--- src/rtl/blk_mem_gen_pkg.sv ---
// Shared sizing constants and power-up content tables for the operand RAMs.
// Set A holds half-precision 1.0 + i/16 and set B holds 2.0 + i/8.
package blk_mem_pkg;

  localparam int DATA_W = 16;
  localparam int ADDR_W = 4;
  localparam int DEPTH  = 2 ** ADDR_W;

  localparam logic INIT_SET_A = 1'b0;
  localparam logic INIT_SET_B = 1'b1;

  typedef logic [DATA_W-1:0] word_t;
  typedef word_t             table_t [DEPTH];

  // The mantissa step sits at bit 6, so the index fills mantissa bits [9:6].
  function automatic word_t init_word(input logic sel, input int idx);
    word_t base;
    word_t step;
    base = (sel == INIT_SET_B) ? 16'h4000 : 16'h3C00;
    step = word_t'(idx) << 6;
    return base | step;
  endfunction

  function automatic table_t init_table(input logic sel);
    table_t t;
    for (int i = 0; i < DEPTH; i++) begin
      t[i] = init_word(sel, i);
    end
    return t;
  endfunction

endpackage

--- src/rtl/blk_mem_gen_if.sv ---
// Single-port RAM access bus. The master holds ena/wea/addra/dina for one
// edge per access; douta carries the addressed word one edge later.
interface blk_mem_gen_if #(
  parameter int DATA_W = blk_mem_pkg::DATA_W,
  parameter int ADDR_W = blk_mem_pkg::ADDR_W
);

  // Access protocol: there is no ready. Every edge with ena=1 is an accepted
  // access (write when wea=1, read-first). With ena=0 nothing happens and
  // douta keeps its previous value.
  logic              ena;
  logic              wea;
  logic [ADDR_W-1:0] addra;
  logic [DATA_W-1:0] dina;
  logic [DATA_W-1:0] douta;

  modport master (
    output ena,
    output wea,
    output addra,
    output dina,
    input  douta
  );

  modport slave (
    input  ena,
    input  wea,
    input  addra,
    input  dina,
    output douta
  );

endinterface

--- src/rtl/blk_mem_gen.sv ---
// Single-port synchronous RAM with read-first writes, one-cycle registered
// read data and a preloaded operand table chosen by INIT_SEL.
module blk_mem_gen
  import blk_mem_pkg::*;
#(
  parameter int   DATA_W   = blk_mem_pkg::DATA_W,
  parameter int   ADDR_W   = blk_mem_pkg::ADDR_W,
  parameter logic INIT_SEL = INIT_SET_A
) (
  input  logic                 clka,
  input  logic                 rsta,
  blk_mem_gen_if.slave         bus
);

  localparam int MEM_DEPTH = 2 ** ADDR_W;

  typedef logic [DATA_W-1:0] mem_t [MEM_DEPTH];

  function automatic mem_t build_table(input logic sel);
    mem_t t;
    for (int i = 0; i < MEM_DEPTH; i++) begin
      t[i] = DATA_W'(init_word(sel, i));
    end
    return t;
  endfunction

  // Contents come from the declaration so that reset never touches the array.
  mem_t mem = build_table(INIT_SEL);

  logic [DATA_W-1:0] douta_q;
  logic              wr_en;
  logic              rd_en;

  assign wr_en = bus.ena && bus.wea && !rsta;
  assign rd_en = bus.ena;

  always_ff @(posedge clka) begin
    if (wr_en) begin
      mem[bus.addra] <= bus.dina;
    end
  end

  // Sampling the array before the write lands gives read-first behaviour.
  always_ff @(posedge clka or posedge rsta) begin
    if (rsta) begin
      douta_q <= '0;
    end else if (rd_en) begin
      douta_q <= mem[bus.addra];
    end
  end

  assign bus.douta = douta_q;

endmodule

--- src/flat_wrapper.sv ---
// flat-port wrapper written by rule: the top's interface ports become plain ports
module blk_mem_gen_flat import blk_mem_pkg::*;
#(
  parameter int   DATA_W   = blk_mem_pkg::DATA_W,
  parameter int   ADDR_W   = blk_mem_pkg::ADDR_W,
  parameter logic INIT_SEL = INIT_SET_A
)
  (clka, rsta, bus_ena, bus_wea, bus_addra, bus_dina, bus_douta);
  blk_mem_gen_if #(.DATA_W(DATA_W), .ADDR_W(ADDR_W)) bus_i ();
  input  logic clka;
  input  logic rsta;
  input wire logic [$bits(bus_i.ena)-1:0] bus_ena;
  input wire logic [$bits(bus_i.wea)-1:0] bus_wea;
  input wire logic [$bits(bus_i.addra)-1:0] bus_addra;
  input wire logic [$bits(bus_i.dina)-1:0] bus_dina;
  output wire logic [$bits(bus_i.douta)-1:0] bus_douta;
  assign bus_i.ena = bus_ena;
  assign bus_i.wea = bus_wea;
  assign bus_i.addra = bus_addra;
  assign bus_i.dina = bus_dina;
  assign bus_douta = bus_i.douta;
  blk_mem_gen #(.DATA_W(DATA_W), .ADDR_W(ADDR_W), .INIT_SEL(INIT_SEL)) u_core (.clka(clka), .rsta(rsta), .bus(bus_i));
endmodule
--- config.mk ---
export PLATFORM = sky130hd
export DESIGN_NAME = blk_mem_gen_flat
export DESIGN_NICKNAME = d
export VERILOG_FILES = /design/src/rtl/blk_mem_gen_pkg.sv /design/src/rtl/blk_mem_gen_if.sv /design/src/rtl/blk_mem_gen.sv /design/src/flat_wrapper.sv
export SDC_FILE = /design/constraint.sdc
export NUM_CORES = 1
export LEC_CHECK = 0
export CAP_MARGIN = 40
export CORE_UTILIZATION = 47
export DETAILED_ROUTE_END_ITERATION = 7
export PLACE_DENSITY = 0.64
export SLEW_MARGIN = 20
export SYNTH_ARGS = -nofsm -noshare
export SYNTH_HDL_FRONTEND = slang
export SYNTH_SLANG_ARGS = --single-unit
--- constraint.sdc ---
create_clock -name clka -period 1.5 [get_ports clka]
set_input_delay 0.225 -clock clka [delete_from_list [all_inputs] [get_ports clka]]
set_output_delay 0.225 -clock clka [all_outputs]
set_load 0.1 [all_outputs]
==> results.tsv <==
stage	metric	value	unit
yosys	most frequent cells after synthesis	sky130_fd_sc_hd__edfxtp_1, sky130_fd_sc_hd__mux4_2, sky130_fd_sc_hd__mux2i_1, sky130_fd_sc_hd__nor2_1, sky130_fd_sc_hd__nand2_1	
drt	drt pass-1 iters	4	
yosys	netlist area before placement	10400	µm²
worst_setup_path	CP Max Fanout	10	
placement	Placed Instance Area	12200	µm²
clock_network	Worst-path clk slew	60	ps
yosys	number of different library cells in the post-synthesis netlist	30	
floorplanning	ports placed on the boundary	40	
yosys	number of nets produced by synthesis	519	
sta	time the final worst path needs with I/O delays and setup	1480	ps
clock_network	post-CTS setup repair buffer count	0	
global_route	antenna violations before repair	1	
clock_network	maximum level of the CTS H-tree	1	
final_layout	Area growth, synth to finish	26.4	%
yosys	mean post-synth cell area	21.1	µm²
clock_network	clk root buf	sky130_fd_sc_hd__clkbuf_16	
yosys	top cell type's share of synthesized area	73.8	%
drt	Routed Antenna Nets	0	
final_layout	Finished Cell Area	13200	µm²
floorplanning	Vert. Die Dim	151	µm
floorplanning	placeable core area	21800	µm²
drt	Iter 0 DRT Violations	473	
drt	per-cell routed wire length	24.8	µm
worst_setup_path	Worst EP arrival	1720	ps
drt	post-detailed-routing wire length	22700	µm
clock_network	clock buffers created by TritonCTS	27	
floorplanning	Total Die Area	22800	µm²
floorplanning	starting utilization of the core area	47.9	%
sta	clock skew	7.38	ps
sta	transition time at the pin with the least slew margin	605	ps
global_route	total gr overflow	0	
power_and_ir_drop	leakage power total	4.43	nW
yosys	number of synthesized flops with an enable pin	256	
floorplanning	number of rows in the core area	54	
final_layout	share of final-layout standard cells stronger than drive strength 1	34.3	%
global_route	total global-route track usage	21.1	%
yosys	warning count from the yosys run	0	
global_route	first-pass GRT wire length	33800	µm
power_and_ir_drop	overall power after layout	16.8	mW
sta	maximum operating frequency	0.678	GHz
yosys	fraction of the yosys area taken by sequential cells	77.6	%
outcome	run status	complete, no violations	
clock_network	number of clock sinks	272	
power_and_ir_drop	power density cells	1270	nW/µm²
sta	Final Hold Slack	253	ps
worst_setup_path	crit path launch	rsta	
placement	number of buffer cells added on primary ports	39	
drt	DRC violation count after routing	0	
drt	via total after detailed routing	5206	
yosys	Mapped Cells	495	
worst_setup_path	required time at the worst-slack endpoint	1740	ps
drt	routed vias/inst	5.68	
worst_setup_path	Worst setup SP type	input pin	
power_and_ir_drop	VDD IR-drop max	0.764	mV
worst_hold_path	min-delay worst type	input pin to async pin	
sta	period utilization	98.4	%
yosys	most repeated cell in the gate-level netlist after synthesis	sky130_fd_sc_hd__edfxtp_1	
yosys	leading register cell type out of synthesis	sky130_fd_sc_hd__edfxtp_1	
yosys	cell type with the largest total area after synthesis	sky130_fd_sc_hd__edfxtp_1	
clock_network	clock latency on the worst-skew pair	540	ps
final_layout	fin nets	639	
worst_setup_path	class of the most critical setup path	input pin to flip-flop	
clock_network	maximum clock insertion buffer count	3	
floorplanning	x dimension of the die	151	µm
final_layout	fraction of the core area covered by cells at the end of the flow	60.6	%
yosys	#FFs+latches synth	272	
worst_setup_path	Critical Path End Type	flip-flop	
global_route	vias in the first global route	5377	
job	MaxCap Viol Count	0	
sta	max-slew violation count	0	
sta	final hold vios	0	
placement	Placer Congestion	0.859	
clock_network	number of buffers inserted by hold repair at cts	0	
global_route	maximum number of pins on one net before global-route repair	30	
yosys	ranking of synthesized cells by area	sky130_fd_sc_hd__edfxtp_1, sky130_fd_sc_hd__mux4_2, sky130_fd_sc_hd__dfrtp_1	
clock_network	CTS resizes	0	
placement	placed wire-length estimate after detailed placement	15100	µm
sta	tightest slew margin relative to the limit	59.5	%
sta	total of endpoints with negative setup slack in the final report	0	
worst_setup_path	Worst Reg2Reg Path Length in Cells	3	
yosys	proportion of synthesized flip-flops having asynchronous set or reset	5.88	%
worst_setup_path	Crit Reg-Reg Startpoint	u_core.mem[14][15]	
clock_network	TritonCTS clock tree	built	
power breakdown:
part / total (mW) / leakage [nW] / switching, mW / internal, mW
Combinational: 1.48 / 1.50 / 0.882 / 0.599
Sequential: 8.49 / 2.49 / 0.0877 / 8.41
Clock: 6.78 / 0.446 / 2.69 / 4.09
worst max-delay path, cell delays in order:
cell	delay [ps]
sky130_fd_sc_hd__clkdlybuf4s50_1	470
sky130_fd_sc_hd__nor2b_4	140
sky130_fd_sc_hd__buf_4	140
sky130_fd_sc_hd__nand4b_1	80
sky130_fd_sc_hd__buf_4	190
sky130_fd_sc_hd__nor3_4	270
sky130_fd_sc_hd__buf_12	200
cell type report:
cell class	instances	area [µm²]
clock inverter	11	139
multi-input combinational	192	2280
clock buffer	39	771
fill	1506	8580
antenna	1	2.50
tap	280	350
sequential	272	8090
inverter	1	3.75
timing repair buffer	121	1540
per-stage QoR:
stage	std cells	setup TNS (ps)	setup slack (ps)
CTS	916	0	29.1
floorplan	495	-62770	-419
global placement	866	-121190	-516
detailed placement	866	-125610	-524
global route	916	-0.651	-0.651
finish	917	0	24.4
cells by family after synthesis:
logic type,Yosys count,share of synthesized area (%)
buf+inv,31,2.11
mux,80,13.6
simple gates,64,2.85
compound gates,48,3.84
flops,272,77.6
state kept, by name, summed over array words and instances (netlist names):
signal / count
u_core.bus.douta: 16
u_core.mem: 256
layout by cell type (no fill, tap or decap), drive strengths merged, types with 2 or more instances in the layout:
| cell | n |
|---|---|
| edfxtp | 256 |
| buf | 100 |
| mux4 | 48 |
| clkbuf | 39 |
| mux2i | 32 |
| nor2 | 29 |
| clkdlybuf4s50 | 20 |
| nand2 | 17 |
| a22oi | 16 |
| a31oi | 16 |
| dfrtp | 16 |
| o221a | 16 |
| clkinv | 5 |
| nor3 | 4 |
| bufinv | 3 |
| inv | 3 |
| nor2b | 3 |
| or3b | 2 |
| nand2b | 2 |
| nand4b | 2 |
routing by layer:
metal	wire, µm	up-vias	global-route usage, %
met2	11400	132	35.1
met1	9470	2721	28.2
met5	13	-	0
met4	552	2	6.95
met3	1250	38	3.70
li1	-	2313	-
path summary, 6_finish.rpt:
kind	to	slack [ps]
max	u_core.mem[1][8]	20
min	u_core.bus.douta[12]	250
max reg2reg	u_core.bus.douta[15]	120
min reg2reg	u_core.bus.douta[10]	590
max in group asynchronous	u_core.bus.douta[2]	1010
min in group clka	u_core.mem[0][3]	330
Power figures use the tool's default switching activity.
